<file path="src/rtl/bp_pkg.sv">
// bp_pkg: shared types and constants for the branch predictor.
//   bp_state_e : predictor FSM state (INIT sweeps the counter table, RUN serves traffic)
//   weak_t()   : weakly-taken counter value used when (re)initialising the table
package bp_pkg;

    typedef enum logic [0:0] {
        INIT = 1'b0,
        RUN  = 1'b1
    } bp_state_e;

    // Weakly-taken value of a ctr_w-bit saturating counter: MSB set, all else clear.
    function automatic int unsigned weak_t(input int unsigned ctr_w);
        return 32'd1 << (ctr_w - 1);
    endfunction

endpackage

</file>
<file path="src/rtl/bp_sat_ctr.sv">
// bp_sat_ctr: combinational saturating up/down counter step.
//   ctr_i : current counter value (CTR_W bits)
//   inc_i : 1 = increment (saturate at all-ones), 0 = decrement (saturate at zero)
//   ctr_o : next counter value
module bp_sat_ctr #(
    parameter int unsigned CTR_W = 2
) (
    input  logic [CTR_W-1:0] ctr_i,
    input  logic             inc_i,
    output logic [CTR_W-1:0] ctr_o
);

    always_comb begin
        ctr_o = ctr_i;
        if (inc_i) begin
            if (ctr_i != '1) ctr_o = ctr_i + CTR_W'(1);
        end else begin
            if (ctr_i != '0) ctr_o = ctr_i - CTR_W'(1);
        end
    end

endmodule

</file>
<file path="src/rtl/gshare_predictor.sv">
// gshare_predictor: table of saturating counters indexed by PC (optionally XOR global history).
//   Build option: define GSHARE_HIST_EN to XOR the global history register into the index;
//   without it the predictor is bimodal (index = low PC bits) and no history is kept.
// Ports:
//   clk, rst_n           : clock (rising edge), asynchronous active-low reset
//   flush                : re-initialise table (and history), restarting the INIT sweep
//   ready                : high while in RUN
//   pred_valid, pred_pc  : prediction request
//   resp_valid/taken/ctr/idx : one-cycle-later response; idx is echoed back on update
//   upd_valid/idx/taken/mispred : resolved-branch update
//   mispred_cnt          : saturating mispredict counter (cleared only by rst_n)
module gshare_predictor
    import bp_pkg::*;
#(
    parameter int unsigned N        = 32,
    parameter int unsigned M        = 16,
    parameter int unsigned HIST_LEN = 4,
    parameter int unsigned CTR_W    = 2,
    localparam int unsigned IW      = $clog2(M)
) (
    input  logic             clk,
    input  logic             rst_n,
    input  logic             flush,
    output logic             ready,
    input  logic             pred_valid,
    input  logic [N-1:0]     pred_pc,
    output logic             resp_valid,
    output logic             resp_taken,
    output logic [CTR_W-1:0] resp_ctr,
    output logic [IW-1:0]    resp_idx,
    input  logic             upd_valid,
    input  logic [IW-1:0]    upd_idx,
    input  logic             upd_taken,
    input  logic             upd_mispred,
    output logic [15:0]      mispred_cnt
);

    localparam logic [CTR_W-1:0] WEAK_T = CTR_W'(weak_t(CTR_W));

    bp_state_e        state_q, state_d;
    logic [IW-1:0]    sweep_q, sweep_d;
    logic             resp_valid_q, resp_valid_d;
    logic             resp_taken_q, resp_taken_d;
    logic [CTR_W-1:0] resp_ctr_q, resp_ctr_d;
    logic [IW-1:0]    resp_idx_q, resp_idx_d;
    logic [15:0]      mispred_q, mispred_d;

    // Counter storage: deliberately not reset, the INIT sweep initialises it.
    logic [CTR_W-1:0] ctr_tbl_q [M];

    logic             run;
    logic             pred_fire;
    logic             upd_fire;
    logic [IW-1:0]    pred_idx;
    logic [CTR_W-1:0] upd_ctr_new;
    logic [CTR_W-1:0] byp_ctr;
    logic [CTR_W-1:0] pred_ctr;
    logic             unused_pc;

    assign unused_pc = ^pred_pc[N-1:IW];

    assign run = (state_q == RUN);
    // A flush cycle is treated as the start of re-initialisation: no traffic is accepted.
    assign pred_fire = run & pred_valid & ~flush;
    assign upd_fire  = run & upd_valid & ~flush;

`ifdef GSHARE_HIST_EN
    logic [HIST_LEN-1:0] ghr_q, ghr_d;

    assign pred_idx = pred_pc[IW-1:0] ^ IW'(ghr_q);

    always_comb begin
        ghr_d = ghr_q;
        if (flush) begin
            ghr_d = '0;
        end else if (upd_fire) begin
            // Shift outcome in at the LSB; the size cast drops the old MSB.
            ghr_d = HIST_LEN'({ghr_q, upd_taken});
        end
    end

    always_ff @(posedge clk or negedge rst_n) begin
        if (!rst_n) ghr_q <= '0;
        else        ghr_q <= ghr_d;
    end
`else
    assign pred_idx = pred_pc[IW-1:0];
`endif

    bp_sat_ctr #(
        .CTR_W (CTR_W)
    ) u_upd_ctr (
        .ctr_i (ctr_tbl_q[upd_idx]),
        .inc_i (upd_taken),
        .ctr_o (upd_ctr_new)
    );

    // Same step applied to the entry being read, used when the update hits that entry.
    bp_sat_ctr #(
        .CTR_W (CTR_W)
    ) u_byp_ctr (
        .ctr_i (ctr_tbl_q[pred_idx]),
        .inc_i (upd_taken),
        .ctr_o (byp_ctr)
    );

    assign pred_ctr = (upd_fire && (upd_idx == pred_idx)) ? byp_ctr : ctr_tbl_q[pred_idx];

    always_comb begin
        state_d = state_q;
        sweep_d = sweep_q;
        unique case (state_q)
            INIT: begin
                if (flush) begin
                    sweep_d = '0;
                end else if (sweep_q == IW'(M - 1)) begin
                    state_d = RUN;
                    sweep_d = '0;
                end else begin
                    sweep_d = sweep_q + IW'(1);
                end
            end
            RUN: begin
                if (flush) begin
                    state_d = INIT;
                    sweep_d = '0;
                end
            end
            default: begin
                state_d = INIT;
                sweep_d = '0;
            end
        endcase
    end

    always_comb begin
        resp_valid_d = pred_fire;
        resp_taken_d = resp_taken_q;
        resp_ctr_d   = resp_ctr_q;
        resp_idx_d   = resp_idx_q;
        if (pred_fire) begin
            resp_taken_d = pred_ctr[CTR_W-1];
            resp_ctr_d   = pred_ctr;
            resp_idx_d   = pred_idx;
        end
    end

    always_comb begin
        mispred_d = mispred_q;
        if (upd_fire && upd_mispred && (mispred_q != 16'hFFFF)) begin
            mispred_d = mispred_q + 16'd1;
        end
    end

    always_ff @(posedge clk or negedge rst_n) begin
        if (!rst_n) begin
            state_q      <= INIT;
            sweep_q      <= '0;
            resp_valid_q <= 1'b0;
            resp_taken_q <= 1'b0;
            resp_ctr_q   <= '0;
            resp_idx_q   <= '0;
            mispred_q    <= '0;
        end else begin
            state_q      <= state_d;
            sweep_q      <= sweep_d;
            resp_valid_q <= resp_valid_d;
            resp_taken_q <= resp_taken_d;
            resp_ctr_q   <= resp_ctr_d;
            resp_idx_q   <= resp_idx_d;
            mispred_q    <= mispred_d;
        end
    end

    // Single write port: the INIT sweep owns it, updates use it only in RUN.
    always_ff @(posedge clk) begin
        if (state_q == INIT) begin
            ctr_tbl_q[sweep_q] <= WEAK_T;
        end else if (upd_fire) begin
            ctr_tbl_q[upd_idx] <= upd_ctr_new;
        end
    end

    assign ready       = run;
    assign resp_valid  = resp_valid_q;
    assign resp_taken  = resp_taken_q;
    assign resp_ctr    = resp_ctr_q;
    assign resp_idx    = resp_idx_q;
    assign mispred_cnt = mispred_q;

endmodule

</file>
<file path="config.mk">
export PLATFORM = sky130hd
export DESIGN_NAME = gshare_predictor
export DESIGN_NICKNAME = d
export VERILOG_FILES = /design/src/rtl/bp_pkg.sv /design/src/rtl/bp_sat_ctr.sv /design/src/rtl/gshare_predictor.sv
export SDC_FILE = /design/constraint.sdc
export NUM_CORES = 1
export LEC_CHECK = 0
export ABC_CLOCK_PERIOD_IN_PS = 6700
export BUFFER_PORTS_ARGS = -buffer_cell sky130_fd_sc_hd__buf_4
export CAP_MARGIN = 25
export CORE_MARGIN = 5
export CORE_UTILIZATION = 40
export CTS_BUF_LIST = sky130_fd_sc_hd__clkbuf_16
export DETAILED_ROUTE_END_ITERATION = 7
export PLACE_DENSITY = 0.66
export SETUP_SLACK_MARGIN = 0.15
export SYNTH_ARGS = -nofsm -noshare
export SYNTH_HDL_FRONTEND = slang
export SYNTH_HIERARCHICAL = 1
export SYNTH_SLANG_ARGS = --single-unit
</file>
<file path="constraint.sdc">
create_clock -name clk -period 6.7 [get_ports clk]
set_clock_uncertainty 0.2 [all_clocks]
set_input_delay 1.34 -clock clk [delete_from_list [all_inputs] [get_ports clk]]
set_output_delay 1.34 -clock clk [all_outputs]
set_load 0.005 [all_outputs]
</file>
### After elaboration in Yosys (flattened, before gate mapping)

Memories as Yosys holds them, arrays and structs flattened.
Index checks and enable logic that the tools add are counted.

| cells by class | value |
|---|---|
| equality and inequality tests | 6 |
| $add $sub $neg | 6 |
| reductions and logical operators | 6 |
| muxes and demuxes | 22 |
| bitwise operators | 6 |

Operators by type and width:

| kind | count |
|---|---|
| $add A16 B1 Y16 const B | 1 |
| $mux W2 | 8 |
| $mux W4 | 4 |
| $ne A16 B16 Y1 const B | 1 |
| $mux W1 | 8 |
| $pmux W4 S2 | 1 |
| $ne A2 B2 Y1 const B | 3 |
| $add A2 B1 Y2 const B | 2 |
| $add A4 B1 Y4 const B | 1 |
| $and A1 B1 Y1 | 4 |
| $eq A4 B4 Y1 | 1 |
| $eq A4 B4 Y1 const B | 1 |
| $reduce_bool A2 Y1 | 2 |
| $sub A2 B1 Y2 const B | 2 |
| $logic_and A1 B1 Y1 | 3 |
| $not A1 Y1 | 2 |
| $pmux W1 S2 | 1 |
| $reduce_or A2 Y1 | 1 |

| storage, ports and cells | value |
|---|---|
| RAM bits | 32 |
| register bits | 29 |
| memories | 1 |
| bits of input ports | 43 |
| logic and storage cells | 54 |
| output and inout port bits | 25 |

Memory list:

| memory | depth | bits a word | rd ports | clocked after Yosys merged registers in | wr ports | line | RTL |
|---|---|---|---|---|---|---|---|
| ctr_tbl_q | 16 | 2 | 2 | 0 | 1 | gshare_predictor.sv:49 | `logic [CTR_W-1:0] ctr_tbl_q [M];` |

### Depth between registers and ports, before layout

| logic depth | value |
|---|---|
| depth after elaboration | 7 |
| depth in mapped cells | 9 |
| mapped depth without buffers | 8 |

### Cells and area by module

Netlist, hierarchy kept.

Modules (own cells, without submodules):

| module | times used | cells each | area each (um^2) | sequential area each (um^2) |
|---|---|---|---|---|
| gshare_predictor | 1 | 247 | 3128.0 | 1661.6 |
| bp_sat_ctr | 2 | 3 | 26.3 | 0.0 |

### Worst setup path after synthesis

Ideal clock, no wire load.

| path | value |
|---|---|
| kind | input to register |
| start point | input port upd_idx[0] |
| end point | memory ctr_tbl_q[0][1], data pin |
| setup time | 0.326 ns |
| cell stages on the path | 5 |
| arrival time | 3.043 ns |
| path buffers | 1 |
| required time | 6.174 ns |
| slack | 3.132 ns |
| cell sequence | buf_6 > mux4_1 > mux4_2 > maj3_2 > nand2b_1 |

| between the ends | value |
|---|---|
| cells in the longest elaborated chain, start to end | 5 |
| elaborated cells on any way between the ends | 9 |
| classes of those cells | add/sub (2); eq/ne (1); mux (4); reduce/logical (1); memory (1) |

RTL lines:

| what | line | RTL |
|---|---|---|
| from (decl) | gshare_predictor.sv:32 | `input logic [IW-1:0] upd_idx,` |
| $mem_v2 Z16 W2 (*) | -- |  |
| $sub A2 B1 Y2 (tied with other cells) | bp_sat_ctr.sv:18 | `if (ctr_i != '0) ctr_o = ctr_i - CTR_W'(1);` |
| $mux W2 (on tied branches) | bp_sat_ctr.sv:18, bp_sat_ctr.sv:16 |  |
| $mux W2 (*) | bp_sat_ctr.sv:15 | `if (inc_i) begin` |
| via upd_ctr_new[1] | gshare_predictor.sv:55 | `logic [CTR_W-1:0] upd_ctr_new;` |
| $mux W2 (no line) (*) | -- |  |
| to (decl) | gshare_predictor.sv:49 |  |

The timed path passes the listed nets; every way through them passes the cells marked *.

### Worst setup path after layout

| path | value |
|---|---|
| start point | input port upd_idx[0] |
| end point | memory ctr_tbl_q[3][1], data pin |

The elaborated chain is that of the path after synthesis.

==> metrics.txt <==
Gate Count Post-Synth=253; Lkg Pwr=1.56 nW; initial antenna violation count=0; CP peak stage delay=0.62 ns; Critical R2R Capture=ctr_tbl_q[3][1]; Max Clock Freq=272 MHz; Slew headroom=60.2%; die width=99.2 microns; Min Clock Period, post-route=3.67 ns; hpwl dp=5020 microns; I/O Buffers=39; TritonCTS Buffers=9; Max FO, Critical Path=16; largest net degree at the start of global routing=29; Root Buffer=clkbuf_16; Final setup violation count=0; drt initial violations=113; n_diodes=0; Worst Min Path Start=resp_idx[2]; slowest cell on the critical path=mux4_1; Ys Warns=6; end-of-flow core utilization=49.6%; Total Wirelength=6790 microns; critical path arrival=3.40 ns; Worst-Margin Slew=0.597 ns; PostCTS Resize Cnt=0; DIE AREA=0.00983 sq mm; share of cells above drive strength 1=25.3%; clock buffer depth=2; Nets=336; first-pass GRT wire length=11200 microns; Crit. End Element=register; CP Class=input port to register; Pre-Repair DR Iteration Count=4; max_cap viols=0; GP Congestion=0.787; ys async rst share=46.7%; pwr/cell area=240 mW/mm^2; vias in the first global route=2233; crit start category=input port; RSZ-0062 raised after global routing=no; via/cell ratio=5.48; post-CTS setup repair buffer count=0; Hold Crit Class=register to register; outcome=completed; final number of max-transition violations=0; Synth cell types=48; Yosys reg bits=60; worst reg-to-reg path cell count=4; fillers=674; Total GRT Usage=14.7%; Mapped Nets=298; I/O Pins=68; Hold Path Cell Cnt=2; later-pin clock latency in the skew report=0.33 ns; Final ANT Viol Nets=0; H-tree Lvls=3; Data required, critical path=6.43 ns; worst reg2reg path startpoint=ctr_tbl_q[5][1]; Initial Util=41.2%; Pwr Total=0.919 mW; Critical Path, Cell by Cell=buf_4 > mux4_1 > mux4_2 > maj3_2 > nand2b_1; worst reg2reg setup slack=3.90 ns; Hold WS=0.276 ns; area post-placement=0.00353 sq mm; DRC errors left=0; total gr overflow=0; core area=0.00773 sq mm; final worst path period share=54.8%; Hold Path Sink=resp_idx[2]; Finished Cell Area=0.00383 sq mm; Max VDD drop=0.113 mV; die span in y=99.2 microns; Worst-path clk slew=0.05 ns; Primary FF master, synth=edfxtp_1; CTS tree=done; Core Rows=32; detailed-route wire length per cell=17.1 microns; mapped cell area=0.00318 sq mm; clk sink count=60; CTS Hold Buffers Added=0; Synth Area per Inst=12.6 sq um; final hold vios=0; EDFF count, synth=32; sequential-to-total area share from yosys stat=52.2%; DR vias=2182; area growth from synthesis to layout=20.5%; post-route setup TNS=0 ns
==> state kept, by name, indices dropped and copies added (netlist names) <==
signal	count
ready	1
resp_valid	1
ctr_tbl_q	32
resp_idx	4
resp_ctr	1
resp_taken	1
mispred_cnt	16
sweep_q	4
==> cell usage after synthesis, types with 4 or more instances <==
| cell type | number | share of area, % |
|---|---|---|
| clkbuf_1 | 5 | 0.59 |
| inv_1 | 9 | 1.1 |
| edfxtp_1 | 32 | 30 |
| nor2_1 | 27 | 3.2 |
| maj3_2 | 4 | 1.4 |
| nor3_1 | 4 | 0.63 |
| a31oi_1 | 5 | 0.98 |
| nor4_1 | 6 | 1.2 |
| mux4_1 | 8 | 6.6 |
| xnor2_1 | 12 | 3.3 |
| and3_1 | 4 | 0.79 |
| nand3_1 | 7 | 1.1 |
| mux4_2 | 10 | 7.1 |
| dfrtp_1 | 28 | 22 |
| xor2_1 | 6 | 1.7 |
| o21ai_0 | 6 | 0.94 |
| nand2_1 | 24 | 2.8 |
| and2_1 | 4 | 0.79 |
==> through the flow <==
| stage | setup slack (ns) | instances |
|---|---|---|
| 2_1_floorplan | 3.13 | 253 |
| 3_5_place_dp | 2.65 | 382 |
| 3_3_place_gp | 2.68 | 382 |
| 4_1_cts | 2.98 | 398 |
| 6_report | 3.03 | 398 |
| 5_1_grt | 2.93 | 398 |
==> layer usage <==
layer	routed length [microns]	GRT usage (%)
met2	3290	24.1
met1	2980	18.2
met4	70	4.20
met3	454	5.82
met5	0	0
==> kinds of logic after synthesis <==
| group | count (synthesis) | synth area share, % |
|---|---|---|
| buffers and inverters | 21 | 3.30 |
| DFF | 60 | 52.2 |
| adders and majority gates | 6 | 2.20 |
| AOI/OAI and AO/OA | 28 | 5.98 |
| muxes | 22 | 15.1 |
| and+or+nand+nor | 98 | 16.2 |
| xor gates and xnor gates | 18 | 4.96 |
==> how the worst max path moves through the flow <==
stage,startpoint,slack [ns],cells after the start,to
floorplan,upd_idx[0],3.13,5,ctr_tbl_q[0][1]
global placement,upd_idx[0],2.68,5,ctr_tbl_q[5][1]
detailed placement,upd_idx[0],2.65,5,ctr_tbl_q[4][1]
CTS,upd_idx[0],2.98,5,ctr_tbl_q[3][1]
global route,upd_idx[0],2.93,5,ctr_tbl_q[3][1]
finish,upd_idx[0],3.03,5,ctr_tbl_q[3][1]
==> report_power, final <==
| part | internal [mW] | switching [mW] | leakage, nW |
|---|---|---|---|
| clock network | 0.289 | 0.167 | 0.142 |
| registers | 0.394 | 0.00549 | 0.686 |
| logic | 0.0302 | 0.0331 | 0.733 |
| total | 0.713 | 0.206 | 1.56 |
==> layout make-up <==
cell class                      count  area, sq um  share of cell area (%)
Clock inverter                      7         76.3                    1.99
Timing Repair Buffer               39          293                    7.64
Sequential cell                    60         1660                    43.4
Multi-Input combinational cell    172         1410                    36.9
Inverter                            9         33.8                   0.882
Tap cell                          102          128                    3.33
Clock buffer                        9          225                    5.88
==> worst max-delay path, delay by kind of cell <==
| kind | cells | cell delay [ns] |
|---|---|---|
| adder cells (fa/ha/maj) | 1 | 0.32 |
| buffers and inverters | 1 | 0.21 |
| AND/OR/NAND/NOR | 1 | 0.41 |
| multiplexers | 2 | 1.12 |
==> cell usage in the layout (no fill, tap or decap), types with 3 or more instances in the layout <==
| cell | n |
|---|---|
| o211ai_1 | 3 |
| buf_4 | 39 |
| mux2_2 | 3 |
| edfxtp_1 | 32 |
| a31oi_1 | 5 |
| clkbuf_16 | 9 |
| nor4_1 | 6 |
| nor2b_1 | 3 |
| xnor2_1 | 12 |
| maj3_2 | 4 |
| nand3_1 | 7 |
| nor3_1 | 4 |
| and3_1 | 4 |
| nand2b_1 | 3 |
| nand2_1 | 24 |
| inv_1 | 9 |
| and4_1 | 3 |
| dfrtp_1 | 28 |
| nor2_1 | 27 |
| and2_1 | 4 |
| mux4_2 | 10 |
| xor2_1 | 6 |
| o21ai_0 | 6 |
| mux4_1 | 8 |
| a21oi_1 | 3 |
No activity file was read; power rests on OpenSTA's default activity.
